## config.mk

```make
export PLATFORM = sky130hd
export DESIGN_NAME = uart_tx_fifo
export DESIGN_NICKNAME = d
export VERILOG_FILES = /design/src/rtl/uart_tx_fifo.sv
export SDC_FILE = /design/constraint.sdc
export NUM_CORES = 1
export LEC_CHECK = 0
export BUFFER_PORTS_ARGS = -buffer_cell sky130_fd_sc_hd__buf_2
export CAP_MARGIN = 20
export CORE_AREA = 10 10 119 148
export CTS_BUF_LIST = sky130_fd_sc_hd__clkbuf_16
export CTS_CLUSTER_SIZE = 10
export DETAILED_ROUTE_END_ITERATION = 8
export DIE_AREA = 0 0 129 158
export GPL_TIMING_DRIVEN = 0
export PLACE_DENSITY = 0.89
export SLEW_MARGIN = 20
export SYNTH_ARGS = -nofsm -noshare
export SYNTH_HDL_FRONTEND = slang
export SYNTH_SLANG_ARGS = --single-unit
```

## constraint.sdc

```tcl
create_clock -name clk -period 5.9 [get_ports clk]
set_clock_uncertainty 0.05 [all_clocks]
set_input_delay 1.475 -clock clk [delete_from_list [all_inputs] [get_ports clk]]
set_output_delay 1.475 -clock clk [all_outputs]
set_load 0.005 [all_outputs]
```

## src/rtl/uart_tx_fifo.sv

```systemverilog
// uart_tx_fifo: UART transmitter with a transmit FIFO and per-frame configuration.
//   clk, rst_n       : clock, asynchronous active-low reset
//   baud_div         : clocks per bit (0 and 1 act as 2)
//   data_bits        : 0..3 -> 5..8 data bits
//   parity_mode      : 0/3 none, 1 odd, 2 even
//   stop2            : two stop bits when high
//   tx_data/tx_valid : byte input, accepted when tx_ready is high
//   tx_ready         : FIFO not full
//   tx_busy          : frame on the line
//   uart_tx          : registered serial output, idle high
//   tx_done          : pulse on the last clock of the final stop bit
//   fifo_level       : entries queued
module uart_tx_fifo #(
    parameter int DIV_W      = 16,
    parameter int FIFO_DEPTH = 16,
    parameter int FIFO_AW    = 4
) (
    input  logic               clk,
    input  logic               rst_n,
    input  logic [DIV_W-1:0]   baud_div,
    input  logic [1:0]         data_bits,
    input  logic [1:0]         parity_mode,
    input  logic               stop2,
    input  logic [7:0]         tx_data,
    input  logic               tx_valid,
    output logic               tx_ready,
    output logic               tx_busy,
    output logic               uart_tx,
    output logic               tx_done,
    output logic [FIFO_AW:0]   fifo_level
);
    typedef enum logic [2:0] {IDLE, START, DATA, PARITY, STOP} state_t;
    state_t state, state_nx;
    logic [7:0] mem [FIFO_DEPTH];
    logic [FIFO_AW-1:0] wr_ptr, rd_ptr;
    logic [FIFO_AW:0] level;
    logic push, pop, empty;
    logic [DIV_W-1:0] div_l, cnt;
    logic [1:0] dbits_l;
    logic par_en_l, par_bit_l, stop2_l;
    logic [7:0] shreg, head, masked;
    logic [2:0] bit_cnt;
    logic bit_end, last_data, last_stop, frame_end, line_nx;

    assign empty      = level == '0;
    assign tx_ready   = level != (FIFO_AW+1)'(FIFO_DEPTH);
    assign push       = tx_valid && tx_ready;
    assign fifo_level = level;
    assign head       = mem[rd_ptr];
    assign masked     = head & (8'hFF >> (3'd3 - {1'b0, data_bits}));
    assign bit_end    = cnt == div_l - 1'b1;
    assign last_data  = bit_cnt == 3'd4 + {1'b0, dbits_l};
    assign last_stop  = bit_cnt == {2'b0, stop2_l};
    assign frame_end  = state == STOP && bit_end && last_stop;
    // The next frame is popped on the final stop clock so frames run back-to-back.
    assign pop        = !empty && (state == IDLE || frame_end);

    always_ff @(posedge clk)
        if (push) mem[wr_ptr] <= tx_data;

    always_ff @(posedge clk or negedge rst_n) begin
        if (!rst_n) begin
            wr_ptr <= '0;
            rd_ptr <= '0;
            level  <= '0;
        end else begin
            if (push) wr_ptr <= wr_ptr + 1'b1;
            if (pop) rd_ptr <= rd_ptr + 1'b1;
            level <= level + {{FIFO_AW{1'b0}}, push} - {{FIFO_AW{1'b0}}, pop};
        end
    end

    always_ff @(posedge clk or negedge rst_n)
        if (!rst_n) state <= IDLE;
        else state <= state_nx;

    always_comb begin
        state_nx = state;
        case (state)
            IDLE:    if (!empty) state_nx = START;
            START:   if (bit_end) state_nx = DATA;
            DATA:    if (bit_end && last_data) state_nx = par_en_l ? PARITY : STOP;
            PARITY:  if (bit_end) state_nx = STOP;
            STOP:    if (frame_end) state_nx = empty ? IDLE : START;
            default: state_nx = IDLE;
        endcase
    end

    // Configuration and parity are captured with the byte so mid-frame input changes are ignored.
    always_ff @(posedge clk or negedge rst_n) begin
        if (!rst_n) begin
            div_l     <= DIV_W'(2);
            dbits_l   <= '0;
            par_en_l  <= 1'b0;
            par_bit_l <= 1'b0;
            stop2_l   <= 1'b0;
            shreg     <= '0;
            cnt       <= '0;
            bit_cnt   <= '0;
        end else if (pop) begin
            div_l     <= (baud_div < DIV_W'(2)) ? DIV_W'(2) : baud_div;
            dbits_l   <= data_bits;
            par_en_l  <= parity_mode[0] ^ parity_mode[1];
            par_bit_l <= ^masked ^ (parity_mode == 2'd1);
            stop2_l   <= stop2;
            shreg     <= head;
            cnt       <= '0;
            bit_cnt   <= '0;
        end else if (state != IDLE) begin
            cnt <= bit_end ? '0 : cnt + 1'b1;
            if (bit_end) begin
                bit_cnt <= (state_nx != state) ? '0 : bit_cnt + 1'b1;
                if (state == DATA) shreg <= shreg >> 1;
            end
        end
    end

    always_comb
        line_nx = state == START  ? 1'b0 :
                  state == DATA   ? shreg[0] :
                  state == PARITY ? par_bit_l : 1'b1;

    // Outputs are registered, so the line trails the state by one clock.
    always_ff @(posedge clk or negedge rst_n) begin
        if (!rst_n) begin
            uart_tx <= 1'b1;
            tx_busy <= 1'b0;
            tx_done <= 1'b0;
        end else begin
            uart_tx <= line_nx;
            tx_busy <= state != IDLE;
            tx_done <= frame_end;
        end
    end
endmodule

```

==> reports/metrics.csv <==
stage;metric;value;unit
detailed_routing;drt via density;6.11;
power_and_ir_drop;Leak;4.03;nW
setup_path;Top cell by count, worst path;inv_1;
setup_path;crit path max-delay cell type;dfrtp_1;
sta;Period minus WS final;4.54;ns
synth;post-synthesis mux area share;7.96;%
setup_path;Setup crit end kind;flip-flop;
layout;final std cells w/o fill;939;
run;max-cap viol count;0;
floorplanning;Die Y;158;µm
cts;CTS root buf;clkbuf_16;
placement;Port Buffers;40;
cts;Setup Buffers After CTS;0;
synth;Cell Area, Synth;0.00893;mm²
layout;area grow syn2layout;12.5;%
placement;placed insts;907;
synth;main combinational cell family by area after synthesis;simple AND/OR/NAND/NOR gates;
setup_path;RR Startpoint;div_l[0];
synth;Post-Syn Nets;732;
floorplanning;row cnt;50;
layout;layout cells sized above 1;16.5;%
cts;H-tree Lvls;4;
cts;later-pin clock latency in the skew report;0.44;ns
setup_path;Startpoint Class;flip-flop;
sta;Max Freq;0.220;GHz
setup_path;CP Depth;22;
setup_path;FF-to-FF setup slack;1.36;ns
global_route;pin count of the biggest net entering global routing;38;
sta;Slew @ Worst Pin;0.939;ns
synth;Post-synth top flop;edfxtp_1;
sta;Final Max Tran Viols;0;
synth;number of synthesized register bits;195;
setup_path;Crit Path Category;flip-flop to flip-flop;
cts;post_cts resized;0;
global_route;gr busiest metal;met2;
setup_path;max incr delay on CP;0.44;ns
floorplanning;Die W;129;µm
floorplanning;Die ar.;0.0204;mm²
placement;Detail Placement HPWL;14200;µm
detailed_routing;drt total wl;19700;µm
setup_path;worst-path cell chain;inv_1 > ha_1 > nor4b_4 > and2_1 > a31o_2 > o21ai_0 > nor4_1 > nand4_1 > a21o_1 > buf_6 > clkinv_2 > buf_2 > ha_1 > inv_1 > ha_1 > inv_1 > fa_1 > inv_1 > a21oi_1 > nor2_1 > nor2_1 > xnor2_1;
global_route;vias in the first global route;6010;
placement;post-place instance area;0.00940;mm²
synth;post-synthesis xor/xnor area fraction;5.39;%
cts;clk slew on worst S/H paths;0.08;ns
setup_path;reg2reg path depth;22;
synth;yosys synthesis warning count;0;
setup_path;Worst Setup EP;fifo_level[4];
synth;async set-or-reset flop fraction in the synthesized netlist;34.4;%
synth;post-synthesis sequential area ratio;61.8;%
synth;area leader, netlist;edfxtp_1;
power_and_ir_drop;P per Cell Area;350;mW/mm²
power_and_ir_drop;maximum VDD drop;0.000239;V
layout;number of filler cells placed in the layout;966;
detailed_routing;TritonRoute pass-1 iters;5;
global_route;met3 usage;4.59;%
setup_path;Worst Path Arrival;4.81;ns
setup_path;CP bufs+invs;7;
synth;Synth top area share;43.0;%
floorplanning;Top-Level Pins;41;
run_status;outcome;completed;
sta;RSZ-0062 raised after global routing;no;
setup_path;RR Endpoint;fifo_level[4];
synth;Synth Area in Simple Gates;11.6;%
sta;setup tns final;0;ns
setup_path;CP required;6.17;ns
cts;CTS tree;done;
synth;cells after synthesis;684;
detailed_routing;DRC;0;
sta;max_slew headroom;37.2;%
sta;Final setup violation count;0;
synth;compound-gate portion of the synthesized area;7.83;%
sta;period utilisation layout;77.0;%
global_route;aggregate global routing overflow;0;
power_and_ir_drop;overall power;0.00351;W
sta;Hold Fails Final Rpt;0;
layout;Multi-input gate area;0.00316;mm²
placement;Final GP Congestion;0.861;
layout;final-stage net count;792;
cts;CTS max path bufs;2;
setup_path;Worst path top cell family by delay;simple AND/OR/NAND/NOR gates;
floorplanning;Core Area;0.0148;mm²
cts;CTS Buf Count;17;
global_route;met1 Track Usage GR;21.5;%
layout;area occupied by registers;0.00552;mm²
detailed_routing;initial DRC count;489;
cts;clock sinks;195;
cts;hold-fix buffers at CTS;0;
detailed_routing;Antenna Nets Post-Route;0;
detailed_routing;Vias;5733;
floorplanning;initial core utilization;60.5;%
synth;Synth area leaders;edfxtp_1 43%, dfrtp_1 18%, mux4_2 4.0%;
synth;synthesized area per cell;13.1;µm²
sta;WHS;0.450;ns
setup_path;crit path max fanout;10;
synth;adder-cell share of the synthesized area;2.32;%
global_route;initial antenna violation count;0;
setup_path;Critical path origin;div_l[0];
global_route;global-route wire length before repair;31700;µm
layout;post-route cell area;0.0100;mm²
layout;Diodes inserted;0;
min_path;hold crit path type;flip-flop to flip-flop;
synth;synth unique cells;63;
global_route;met2 global-route usage;37.1;%
global_route;GRT Util Overall;20.3;%
synth;number of synthesized flops with an enable pin;128;
detailed_routing;Routed wire per std cell;20.9;µm
==> stage by stage <==
stage | setup slack (ns) | utilization [%]
6_report | 1.36 | 68.1
5_1_grt | 1.05 | 68.1
4_1_cts | 1.33 | 68.1
3_5_place_dp | 1.36 | 63.7
3_3_place_gp | 1.45 | 63.4
2_1_floorplan | 2.12 | -
==> state kept, by name, indices dropped and copies added, names as in the netlist, 2 cells and up <==
register / count
fifo_level: 5
cnt: 16
rd_ptr: 4
mem: 128
state: 3
shreg: 8
div_l: 16
dbits_l: 2
wr_ptr: 4
bit_cnt: 3
==> cells by family (layout without fill, tap and decap cells) <==
group / count (synthesis) / in the layout
AND/OR/NAND/NOR: 212 / 212
XOR/XNOR: 55 / 55
buffers and inverters: 58 / 131
adder cells (fa/ha/maj): 16 / 16
AO/OA/AOI/OAI: 97 / 97
flip-flops: 195 / 195
multiplexers: 51 / 51
==> synth_stat cells (5+ instances only) <==
cell / n
mux2i_1: 35
nor3_1: 9
a221oi_1: 16
xor2_1: 25
and3_1: 5
dfrtp_1: 65
clkbuf_1: 13
buf_2: 11
inv_1: 24
buf_6: 5
o21ai_0: 21
nor2b_1: 8
o2bb2ai_1: 8
xnor2_1: 30
nand2_1: 90
nand2b_1: 7
nand4_1: 8
a21oi_1: 8
ha_1: 15
a22oi_1: 15
edfxtp_1: 128
nor4_1: 7
nand3_1: 13
nor2_1: 41
mux4_2: 16
a21o_1: 5
==> cell usage in the layout, fill, tap and decap left out, types with 6 or more instances in the layout <==
master | synthesis | layout
buf_2 | 11 | 50
edfxtp_1 | 128 | 128
nor3_2 | 2 | 6
nor2_1 | 41 | 41
nand2_1 | 90 | 90
nand4_1 | 8 | 8
clkbuf_16 | 0 | 17
a221oi_1 | 16 | 16
a21oi_1 | 8 | 8
ha_1 | 15 | 15
mux2i_1 | 35 | 35
xor2_1 | 25 | 25
inv_1 | 24 | 24
nor4_1 | 7 | 7
o21ai_0 | 21 | 21
clkbuf_1 | 13 | 13
o2bb2ai_1 | 8 | 8
a22oi_1 | 15 | 15
dfrtp_1 | 65 | 65
nor2b_1 | 8 | 8
nand3_1 | 13 | 13
xnor2_1 | 30 | 30
nand2b_1 | 7 | 7
mux4_2 | 16 | 16
==> layer usage <==
| metal | wire, µm | vias to the layer above |
|---|---|---|
| met2 | 10600 | 215 |
| met3 | 1060 | 50 |
| met4 | 625 | 0 |
| met5 | 0 | - |
| met1 | 7330 | 2829 |
| li1 | - | 2639 |
==> area by class of cell <==
| cell class | count | share of cell area [%] |
|---|---|---|
| Sequential cell | 195 | 55.0 |
| Multi-Input combinational cell | 431 | 31.4 |
| Clock buffer | 17 | 4.23 |
| Tap cell | 182 | 2.27 |
| Timing Repair Buffer | 41 | 2.22 |
| Clock inverter | 15 | 2.19 |
| Buffer | 33 | 1.78 |
| Inverter | 25 | 0.946 |
==> power breakdown <==
part           internal, W  total (W)  switching, W
sequential         0.00162    0.00170     0.0000880
clock             0.000628    0.00122      0.000587
combinational     0.000238   0.000595      0.000357
==> how the worst min path moves through the flow <==
stage               startpoint        end  depth (start not counted)
floorplan            par_bit_l  par_bit_l                          2
global placement      shreg[5]   shreg[5]                          1
detailed placement    shreg[4]   shreg[4]                          1
CTS                   shreg[0]   shreg[0]                          1
global route          shreg[5]   shreg[5]                          1
finish                shreg[0]   shreg[0]                          1
(Power assumes the default switching activity.)
